**src/rtl/zbus_master_seq.sv**
```systemverilog
// ZX-BUS master sequencer: arbitrates two requesters and runs the bus-request,
// muxed-address and strobe handshake. Define ZBM_RR_EN for round-robin arbitration.
module zbus_master_seq #(
  parameter int ADDR_CYC   = 2,
  parameter int STROBE_CYC = 8,
  parameter int HOLD_CYC   = 16,
  parameter int TMO_CYC    = 4096
) (
  input  logic        clk50,
  input  logic        rst,
  input  logic        req0,
  input  logic        req1,
  input  logic        we0,
  input  logic        we1,
  input  logic        io0,
  input  logic        io1,
  input  logic [15:0] addr0,
  input  logic [15:0] addr1,
  input  logic [7:0]  wdata0,
  input  logic [7:0]  wdata1,
  output logic        ack0,
  output logic        ack1,
  output logic        err,
  output logic [7:0]  rdata,
  input  logic        busak_n,
  output logic        fbusrq_n,
  output logic [7:0]  fa,
  output logic        fa_sel,
  output logic        frd_n,
  output logic        fwr_n,
  output logic        fmrq_n,
  output logic        fiorq_n,
  output logic        forq_n,
  output logic [7:0]  fd_o,
  output logic        fd_oe,
  input  logic [7:0]  fd_i,
  output logic        owner
);

  typedef enum logic [2:0] {
    S_IDLE, S_BUSRQ, S_ADDR_H, S_ADDR_L, S_STROBE, S_RECOVER, S_HOLD, S_RELEASE
  } state_t;

  localparam logic [15:0] ADDR_LAST = 16'(ADDR_CYC - 1);
  localparam logic [15:0] STRB_LAST = 16'(STROBE_CYC - 1);
  localparam logic [15:0] HOLD_LAST = 16'(HOLD_CYC - 1);
  localparam logic [15:0] TMO_LAST  = 16'(TMO_CYC - 1);

  state_t      state_q, state_d;
  logic [15:0] cnt_q, cnt_d;
  logic [15:0] addr_q;
  logic [7:0]  wdata_q, rdata_q, rdata_d;
  logic        owner_q, we_q, io_q;
  logic        lost_q, lost_d;
  logic        bak_m_q, bak_s_q;
  logic        ld, ack_c, err_c;
  logic        tie, win, other_req;

  always_ff @(posedge clk50 or posedge rst) begin
    if (rst) begin
      bak_m_q <= 1'b1;
      bak_s_q <= 1'b1;
    end else begin
      bak_m_q <= busak_n;
      bak_s_q <= bak_m_q;
    end
  end

`ifdef ZBM_RR_EN
  logic rr_q;
  always_ff @(posedge clk50 or posedge rst) begin
    if (rst)        rr_q <= 1'b0;
    else if (ack_c) rr_q <= ~owner_q;
  end
  // In RECOVER the pointer is about to flip, so the tie goes to the other side now.
  assign tie = (state_q == S_RECOVER) ? ~owner_q : rr_q;
`else
  assign tie = 1'b0;
`endif

  assign win       = (req0 & req1) ? tie : req1;
  assign other_req = owner_q ? req0 : req1;

  always_comb begin
    state_d = state_q;
    cnt_d   = cnt_q;
    lost_d  = lost_q;
    rdata_d = rdata_q;
    ld      = 1'b0;
    ack_c   = 1'b0;
    err_c   = 1'b0;
    case (state_q)
      S_IDLE: if (req0 | req1) begin
        ld = 1'b1; cnt_d = '0; state_d = S_BUSRQ;
      end
      S_BUSRQ: begin
        if (!bak_s_q) begin
          lost_d = 1'b0; state_d = S_ADDR_H;
        end else if (cnt_q == TMO_LAST) begin
          ack_c = 1'b1; err_c = 1'b1; state_d = S_RELEASE;
        end else cnt_d = cnt_q + 16'd1;
      end
      S_ADDR_H: begin
        lost_d = lost_q | bak_s_q; cnt_d = '0; state_d = S_ADDR_L;
      end
      S_ADDR_L: begin
        lost_d = lost_q | bak_s_q;
        if (cnt_q == ADDR_LAST) begin
          cnt_d = '0; state_d = S_STROBE;
        end else cnt_d = cnt_q + 16'd1;
      end
      S_STROBE: begin
        lost_d = lost_q | bak_s_q;
        if (cnt_q == STRB_LAST) begin
          if (!we_q) rdata_d = fd_i;
          state_d = S_RECOVER;
        end else cnt_d = cnt_q + 16'd1;
      end
      S_RECOVER: begin
        ack_c = 1'b1;
        err_c = lost_q | bak_s_q;
        if (err_c) state_d = S_RELEASE;
        else if (other_req) begin
          ld = 1'b1; lost_d = 1'b0; state_d = S_ADDR_H;
        end else begin
          cnt_d = '0; state_d = S_HOLD;
        end
      end
      S_HOLD: begin
        if (req0 | req1) begin
          ld = 1'b1; lost_d = 1'b0; state_d = S_ADDR_H;
        end else if (cnt_q == HOLD_LAST) state_d = S_RELEASE;
        else cnt_d = cnt_q + 16'd1;
      end
      S_RELEASE: if (bak_s_q) state_d = S_IDLE;
      default: state_d = S_IDLE;
    endcase
  end

  always_ff @(posedge clk50 or posedge rst) begin
    if (rst) begin
      state_q <= S_IDLE;
      cnt_q   <= '0;
      lost_q  <= 1'b0;
      rdata_q <= '0;
      owner_q <= 1'b0;
      we_q    <= 1'b0;
      io_q    <= 1'b0;
      addr_q  <= '0;
      wdata_q <= '0;
    end else begin
      state_q <= state_d;
      cnt_q   <= cnt_d;
      lost_q  <= lost_d;
      rdata_q <= rdata_d;
      if (ld) begin
        owner_q <= win;
        we_q    <= win ? we1 : we0;
        io_q    <= win ? io1 : io0;
        addr_q  <= win ? addr1 : addr0;
        wdata_q <= win ? wdata1 : wdata0;
      end
    end
  end

  // Outputs decode registered state only, so reset clears them asynchronously.
  logic in_data, stb, drv;
  assign in_data  = (state_q == S_ADDR_L) || (state_q == S_STROBE) || (state_q == S_RECOVER);
  assign stb      = (state_q == S_STROBE) && !lost_q && !bak_s_q;
  assign drv      = in_data && we_q;

  assign fbusrq_n = (state_q == S_IDLE) || (state_q == S_RELEASE);
  assign fa_sel   = (state_q == S_ADDR_H);
  assign fa       = fa_sel ? addr_q[15:8] : (in_data ? addr_q[7:0] : 8'h00);
  assign fmrq_n   = ~(stb & ~io_q);
  assign fiorq_n  = ~(stb & io_q);
  assign frd_n    = ~(stb & ~we_q);
  assign fwr_n    = ~(stb & we_q);
  assign forq_n   = ~drv;
  assign fd_oe    = drv;
  assign fd_o     = drv ? wdata_q : 8'h00;
  assign ack0     = ack_c & ~owner_q;
  assign ack1     = ack_c & owner_q;
  assign err      = err_c;
  assign rdata    = rdata_q;
  assign owner    = owner_q;

endmodule

```
**config.mk**
```make
export PLATFORM = sky130hd
export DESIGN_NAME = zbus_master_seq
export DESIGN_NICKNAME = d
export VERILOG_FILES = /design/src/rtl/zbus_master_seq.sv
export SDC_FILE = /design/constraint.sdc
export NUM_CORES = 1
export LEC_CHECK = 0
export CORE_MARGIN = 1
export CORE_UTILIZATION = 48
export CTS_CLUSTER_DIAMETER = 40
export DETAILED_ROUTE_END_ITERATION = 16
export PLACE_DENSITY_LB_ADDON = 0.1
export REMOVE_ABC_BUFFERS = 1
export SKIP_LAST_GASP = 1
export SYNTH_ARGS = -nofsm -noshare
export SYNTH_HDL_FRONTEND = slang
export SYNTH_SLANG_ARGS = --single-unit
```
**constraint.sdc**
```tcl
create_clock -name clk50 -period 2.9 [get_ports clk50]
set_input_delay 0.58 -clock clk50 [delete_from_list [all_inputs] [get_ports clk50]]
set_output_delay 0.58 -clock clk50 [all_outputs]
set_load 0.02 [all_outputs]
```
==> results of run 1 <==
path summary, 6_finish.rpt:
path / startpoint / to / slack [ps] / cells past startpoint
max: cnt_q[6]$_DFFE_PP0P_ / ack1 / 70 / 6
min: bak_m_q$_DFF_PP1_ / bak_s_q$_DFF_PP1_ / 360 / 0
max reg2reg: cnt_q[8]$_DFFE_PP0P_ / rdata[4]$_DFFE_PP0P_ / 270 / 7
min reg2reg: bak_m_q$_DFF_PP1_ / bak_s_q$_DFF_PP1_ / 360 / 0
max in group asynchronous: rst / cnt_q[11]$_DFFE_PP0P_ / 1590 / 3
min in group asynchronous: rst / wdata_q[3]$_DFFE_PP0P_ / 630 / 2
cell usage after synthesis, types with 2 or more instances:
| cell | n | share of area, % |
|---|---|---|
| mux2_2 | 9 | 2.9 |
| nand3_1 | 12 | 1.7 |
| dfrtp_1 | 55 | 40 |
| or4_1 | 2 | 0.44 |
| a2111oi_0 | 13 | 3.3 |
| nor3_1 | 4 | 0.58 |
| a22o_1 | 8 | 2.0 |
| o22ai_1 | 15 | 2.7 |
| or3_1 | 3 | 0.55 |
| buf_1 | 2 | 0.22 |
| nor2_1 | 40 | 4.4 |
| nand2b_1 | 7 | 1.3 |
| ha_1 | 7 | 2.5 |
| and2_1 | 9 | 1.6 |
| nand2_1 | 18 | 2.0 |
| nor4_1 | 3 | 0.55 |
| and4_1 | 2 | 0.51 |
| nand4_1 | 11 | 2.0 |
| mux2_1 | 2 | 0.66 |
| o211ai_1 | 2 | 0.44 |
| clkbuf_1 | 14 | 1.5 |
| buf_2 | 4 | 0.58 |
| dfstp_2 | 2 | 1.5 |
| o21ai_0 | 4 | 0.58 |
| or2_2 | 3 | 0.55 |
| buf_6 | 2 | 0.66 |
| nor2b_1 | 2 | 0.36 |
| inv_1 | 22 | 2.4 |
| mux2i_1 | 28 | 8.2 |
| a21oi_1 | 29 | 4.2 |
| or4_4 | 4 | 1.3 |
power by group:
| part | internal, W | switching (W) | total (W) |
|---|---|---|---|
| combinational | 0.00110 | 0.00144 | 0.00254 |
| clock | 0.000466 | 0.000320 | 0.000786 |
| sequential | 0.00105 | 0.000159 | 0.00121 |
| total | 0.00262 | 0.00191 | 0.00453 |
final cells by class:
type                       count  area (um^2)
tap                           96          120
multi-input combinational    264         1850
clock inverter                 4         50.0
timing repair buffer         132         1260
fill                         533         1910
sequential                    57         1430
inverter                      23         86.3
clock buffer                  12          165
per-layer routing:
layer | up-vias | part of all wire (%) | GRT usage, %
met5 | - | 0 | 0
met4 | 0 | 1.6 | 10.8
met3 | 13 | 6.7 | 6.10
met2 | 113 | 50 | 41.8
met1 | 1559 | 41 | 32.4
li1 | 1593 | - | -
cell families (layout without fill, tap and decap cells):
group	count (synthesis)	after routing	synth area share [%]
AND/OR/NAND/NOR	129	129	20.5
AO/OA/AOI/OAI	89	89	17.9
flip-flops	57	57	41.6
buffers and inverters	46	171	5.72
multiplexers	39	39	11.8
adder cells (fa/ha/maj)	7	7	2.55
flip-flops by register name, summed over array words and instances, names as in the netlist:
register and flops:
state_q 3, lost_q 1, io_q 1, we_q 1, cnt_q 16, bak_s_q 1
addr_q 16, wdata_q 8, bak_m_q 1, owner 1, rdata 8
what timing repair did:
item | 4_1_cts | 5_1_grt
setup buffers | 0 | 1
pin swaps | 0 | 3
gates resized for setup | 21 | 14
setup endpoints to repair | 14 | 13
per-stage QoR:
stage | util, % | setup TNS (ps) | setup WS [ps] | area [um^2]
finish | 72.2 | 0 | 68.4 | 4960
global route | 72.2 | -35.6 | -19.8 | 4960
CTS | 71.6 | -44.4 | -17.7 | 4920
detailed placement | 68.6 | -522 | -215 | 4710
global placement | 68.6 | -420 | -179 | 4710
floorplan | - | -6980 | -302 | 3330
cells in the final DEF (no fill, tap or decap), drive strengths merged, types with 5 or more instances in the layout:
cell type | netlist | routed
a2111oi | 13 | 13
nand3 | 13 | 13
nand2 | 18 | 18
dlygate4sd2 | 0 | 6
or4 | 6 | 6
mux2i | 28 | 28
nand2b | 7 | 7
and2 | 9 | 9
mux2 | 11 | 11
inv | 22 | 22
o21ai | 5 | 5
buf | 9 | 35
dfrtp | 55 | 55
dlymetal6s2s | 0 | 10
a22o | 8 | 8
a21oi | 31 | 31
clkdlybuf4s50 | 0 | 81
nand4 | 12 | 12
nor3 | 5 | 5
ha | 7 | 7
clkbuf | 14 | 12
nor2 | 41 | 41
o22ai | 16 | 16
==> results.json, run 1 <==
{
  "critical-path-max-stage-delay_ps": 570,
  "dp_cells": 571,
  "dieArea_um2": 7500,
  "status": "complete, no violations",
  "ios": 101,
  "min_path_type": "flop to flop",
  "power.density_nw_per_um2": 914,
  "required_ps": 2320,
  "cts_sinks": 57,
  "finalClockSkew_ps": 12.6,
  "critPathKind": "flop to primary output",
  "critical_path_arrival_ps": 2250,
  "setup_viol": 0,
  "period_needed_ps": 2830,
  "overflow": 0,
  "final_hold_viol_count": 0,
  "end_kind": "primary output",
  "power.leakage_nw": 2.18,
  "antenna_left": 0,
  "drt_iter0_markers": 273,
  "drt-wirelength-per-cell_um": 15.5,
  "hpwl_mm": 6.76,
  "drc": 0,
  "rows": 30,
  "cp_max_fo": 5,
  "io_buffers": 100,
  "path_buf_inv": 1,
  "rsz0062_at_grt": "true",
  "avgViaCountPerCell": 5.57,
  "cts_made_buffers": 9,
  "final_cells": 588,
  "ys_async_sr_fraction_pct": 100,
  "synth-edff-count": 0,
  "crit_chain": "nand4_1 -> or4_4 -> or3_4 -> a21o_1 -> nor2_1 -> buf_4",
  "start_kind": "flop",
  "slew-limit-headroom_pct": 49.7,
  "area_delta_synth_final_pct": 44.3,
  "syn_area_per_cell_um2": 9.37,
  "vias": 3278,
  "grt_pass1_wl_mm": 14.9,
  "synth.cell_area_um2": 3440,
  "slew_violations": 0,
  "wl_mm": 9.09,
  "grt_max_degree": 45,
  "fin_crit_sh_pct": 97.6,
  "slowest_stage": "or4_4",
  "cts_max_level": 3,
  "start_util_pct": 50.0,
  "gp_congestion": 0.843,
  "antenna_found_initial": 0,
  "die-width_um": 86.6,
  "tritoncts": "built",
  "cp_top_family": "simple AND/OR/NAND/NOR gates",
  "clock-root-buffer": "clkbuf_8",
  "fin_hold_ws_ps": 357,
  "ir_drop_mv": 0.524,
  "ys_seq_area_share_pct": 41.6,
  "ys.flop_type": "dfrtp_1",
  "clock_latency_ps": 330,
  "diodes": 0,
  "tightest_slew_ps": 754,
  "clk_path_buf_depth": 2,
  "yosysUniqueCellTypes": 60,
  "finalNetCount": 559,
  "maxCapViolCount": 0,
  "grt_use_total_pct": 25.5,
  "drt-pass1-iter-count": 4,
  "ys_seq_elements": 57,
  "fmaxAchievable_mhz": 353,
  "core_area_um2": 6870,
  "clkTransAtPathRegs_ps": 80,
  "power_w": 0.00453,
  "grt_pass1_vias": 3144,
  "die_h_um": 86.6,
  "ctsHoldBuffers": 0,
  "syn_inst": 367,
  "final_layout_size_suffix_gt1_share_pct": 17.7,
  "yosys_warnings": 0
}
(Power assumes the default switching activity.)
==> inputs of run 2 (changes only) <==
--- a/config.mk
+++ b/config.mk
@@ -6,7 +6,7 @@
 export NUM_CORES = 1
 export LEC_CHECK = 0
 export CORE_MARGIN = 1
-export CORE_UTILIZATION = 48
+export CORE_UTILIZATION = 52
 export CTS_CLUSTER_DIAMETER = 40
 export DETAILED_ROUTE_END_ITERATION = 16
 export PLACE_DENSITY_LB_ADDON = 0.1
==> constraint.sdc (replaced) <==
create_clock -name clk50 -period 3.38 [get_ports clk50]
set_input_delay 0.676 -clock clk50 [delete_from_list [all_inputs] [get_ports clk50]]
set_output_delay 0.676 -clock clk50 [all_outputs]
set_load 0.02 [all_outputs]
==> run 2 against run 1 <==
- register-to-register slack improved by 410 ps
- clock power decreased by 28%
- routed wire length down 4.1%
- clock skew down 0.88 ps
- cell count decreased by 6.6%
- non-clock buffer count down 20
- first-iteration DRC count decreased by 21%
- sequential share of layout area is 1.6 points higher
- largest cell class unchanged
==> results.json, run 2 (same netlist as run 1, synthesis figures left out) <==
{
  "utilization_pct": 74.0,
  "r2r-start": "state_q[2]$_DFFE_PP0P_",
  "power.density_nw_per_um2": 797,
  "rsz0062_at_grt": "true",
  "hpwl_mm": 6.29,
  "num-fill-cells": 482,
  "layout_commonest_cell": "clkdlybuf4s50_1",
  "path_buf_inv": 1,
  "antenna_found_initial": 0,
  "cts_made_buffers": 9,
  "clock_latency_ps": 340,
  "core_area_um2": 6350,
  "drt-wirelength-per-cell_um": 15.9,
  "clock-root-buffer": "clkbuf_8",
  "drt-pass1-iter-count": 5,
  "min_path_type": "flop to flop",
  "grt_max_degree": 55,
  "clkTransAtPathRegs_ps": 70,
  "status": "complete, no violations",
  "slew_violations": 0,
  "grt_use_total_pct": 26.4,
  "dp_cells": 533,
  "grt_pass1_vias": 3192,
  "die_h_um": 83.3,
  "biggestRegsByFlops": "addr_q x16, cnt_q x16",
  "required_ps": 2700,
  "final_layout_size_suffix_gt1_share_pct": 13.3,
  "final_cells": 549,
  "fmaxAchievable_mhz": 308,
  "drt_iter0_markers": 216,
  "start_kind": "flop",
  "area_delta_synth_final_pct": 36.7,
  "io_buffers": 100,
  "ios": 101,
  "antenna_left": 0,
  "critPathCapture": "ack1",
  "vias": 3259,
  "clk_path_buf_depth": 2,
  "final_cell_mix": "97 x clkdlybuf4s50_1, 55 x dfrtp_1, 40 x nor2_1, 29 x a21oi_1, 28 x mux2i_1",
  "power.leakage_nw": 1.86,
  "grt_pass1_wl_mm": 14.7,
  "maxCapViolCount": 0,
  "avgViaCountPerCell": 5.94,
  "final_hold_viol_count": 0,
  "overflow": 0,
  "fin_setup_tns_ps": 0,
  "cp_max_fo": 5,
  "rows": 29,
  "crit_chain": "ha_1 -> nand3_1 -> or4_1 -> or3_2 -> a21o_1 -> nor2_1 -> clkbuf_2",
  "fin_crit_sh_pct": 96.1,
  "setup_slack_ps": 131,
  "period_needed_ps": 3250,
  "finalNetCount": 539,
  "slew-limit-headroom_pct": 49.1,
  "drc": 0,
  "setup_viol": 0,
  "slowest_stage": "or4_1",
  "crit_cells": 7,
  "gp_congestion": 0.834,
  "start_util_pct": 54.1,
  "critical_path_arrival_ps": 2570,
  "cts_sinks": 57,
  "critPathKind": "flop to primary output",
  "diodes": 0,
  "finalClockSkew_ps": 11.8,
  "fin_hold_ws_ps": 359,
  "dieArea_um2": 6940,
  "end_kind": "primary output",
  "rrSetupSlack_ps": 680,
  "wl_mm": 8.72,
  "crit_start": "cnt_q[1]$_DFFE_PP0P_",
  "tritoncts": "built",
  "critical-path-max-stage-delay_ps": 580,
  "cts_max_level": 3,
  "ir_drop_mv": 0.535,
  "ctsHoldBuffers": 0,
  "tightest_slew_ps": 756,
  "cp_top_family": "simple AND/OR/NAND/NOR gates",
  "dp_slack_ps": 73.6,
  "r2r_end": "cnt_q[2]$_DFFE_PP0P_",
  "die-width_um": 83.3,
  "reg2reg_depth": 5
}
[run 2: cell count changes in the layout (fill, tap and decap cells not counted), sizes merged]
cell / change
inv: +1
bufinv: -1
dlymetal6s2s: -10
clkinvlp: +2
dlygate4sd2: -5
clkdlybuf4s50: +16
buf: -23
[run 2: worst min-delay path by stage]
stage                                  from                end  cells after the start
after CTS                 bak_m_q$_DFF_PP1_  bak_s_q$_DFF_PP1_                      0
after global placement    bak_m_q$_DFF_PP1_  bak_s_q$_DFF_PP1_                      0
after detailed placement  bak_m_q$_DFF_PP1_  bak_s_q$_DFF_PP1_                      0
after floorplan           bak_m_q$_DFF_PP1_  bak_s_q$_DFF_PP1_                      0
final                     bak_m_q$_DFF_PP1_  bak_s_q$_DFF_PP1_                      0
after global routing      bak_m_q$_DFF_PP1_  bak_s_q$_DFF_PP1_                      0
[run 2: layer usage]
layer / vias up / wire length (um) / global-route usage, % / share of wire [%]
met5: - / 0 / 0 / 0
met4: 0 / 156 / 9.09 / 1.8
met3: 18 / 653 / 8.45 / 7.5
met2: 124 / 4120 / 42.0 / 47
met1: 1570 / 3790 / 33.9 / 43
li1: 1547 / - / - / -
[run 2: layout make-up]
| cell class | count | area, um^2 | share of cell area [%] |
|---|---|---|---|
| sequential | 57 | 1430 | 30.4 |
| clock inverter | 6 | 43.8 | 0.932 |
| timing repair buffer | 112 | 1080 | 23.0 |
| tap | 77 | 96.3 | 2.05 |
| multi-input combinational | 264 | 1840 | 39.1 |
| inverter | 23 | 86.3 | 1.84 |
| clock buffer | 10 | 128 | 2.72 |
[run 2: worst reg2reg max path, stage by stage (launching register included)]
cell and delay, ps:
dfrtp_1 680, clkinv_1 400, o311a_1 460, a211o_1 440
a2111oi_0 460, o22ai_1 130
[run 2: timing repair]
item / CTS / global route
setup buffers: 0 / 0
pin swaps: 0 / 0
hold endpoints to repair: 0 / 0
resized for setup: 3 / 5
setup endpoints to repair: 3 / 7
[run 2: through the flow]
step           instance area [um^2]  power [W]
6_report                       4700    0.00375
5_1_grt                        4700    0.00401
4_1_cts                        4700    0.00375
3_5_place_dp                   4540    0.00317
3_3_place_gp                   4540    0.00312
2_1_floorplan                  3330    0.00236
[run 2: power breakdown]
part           leakage (nW)  internal [W]  switching, W
clock network        0.0749      0.000266      0.000296
registers             0.690      0.000901      0.000157
logic                  1.10      0.000938       0.00119
total                  1.86       0.00211       0.00164
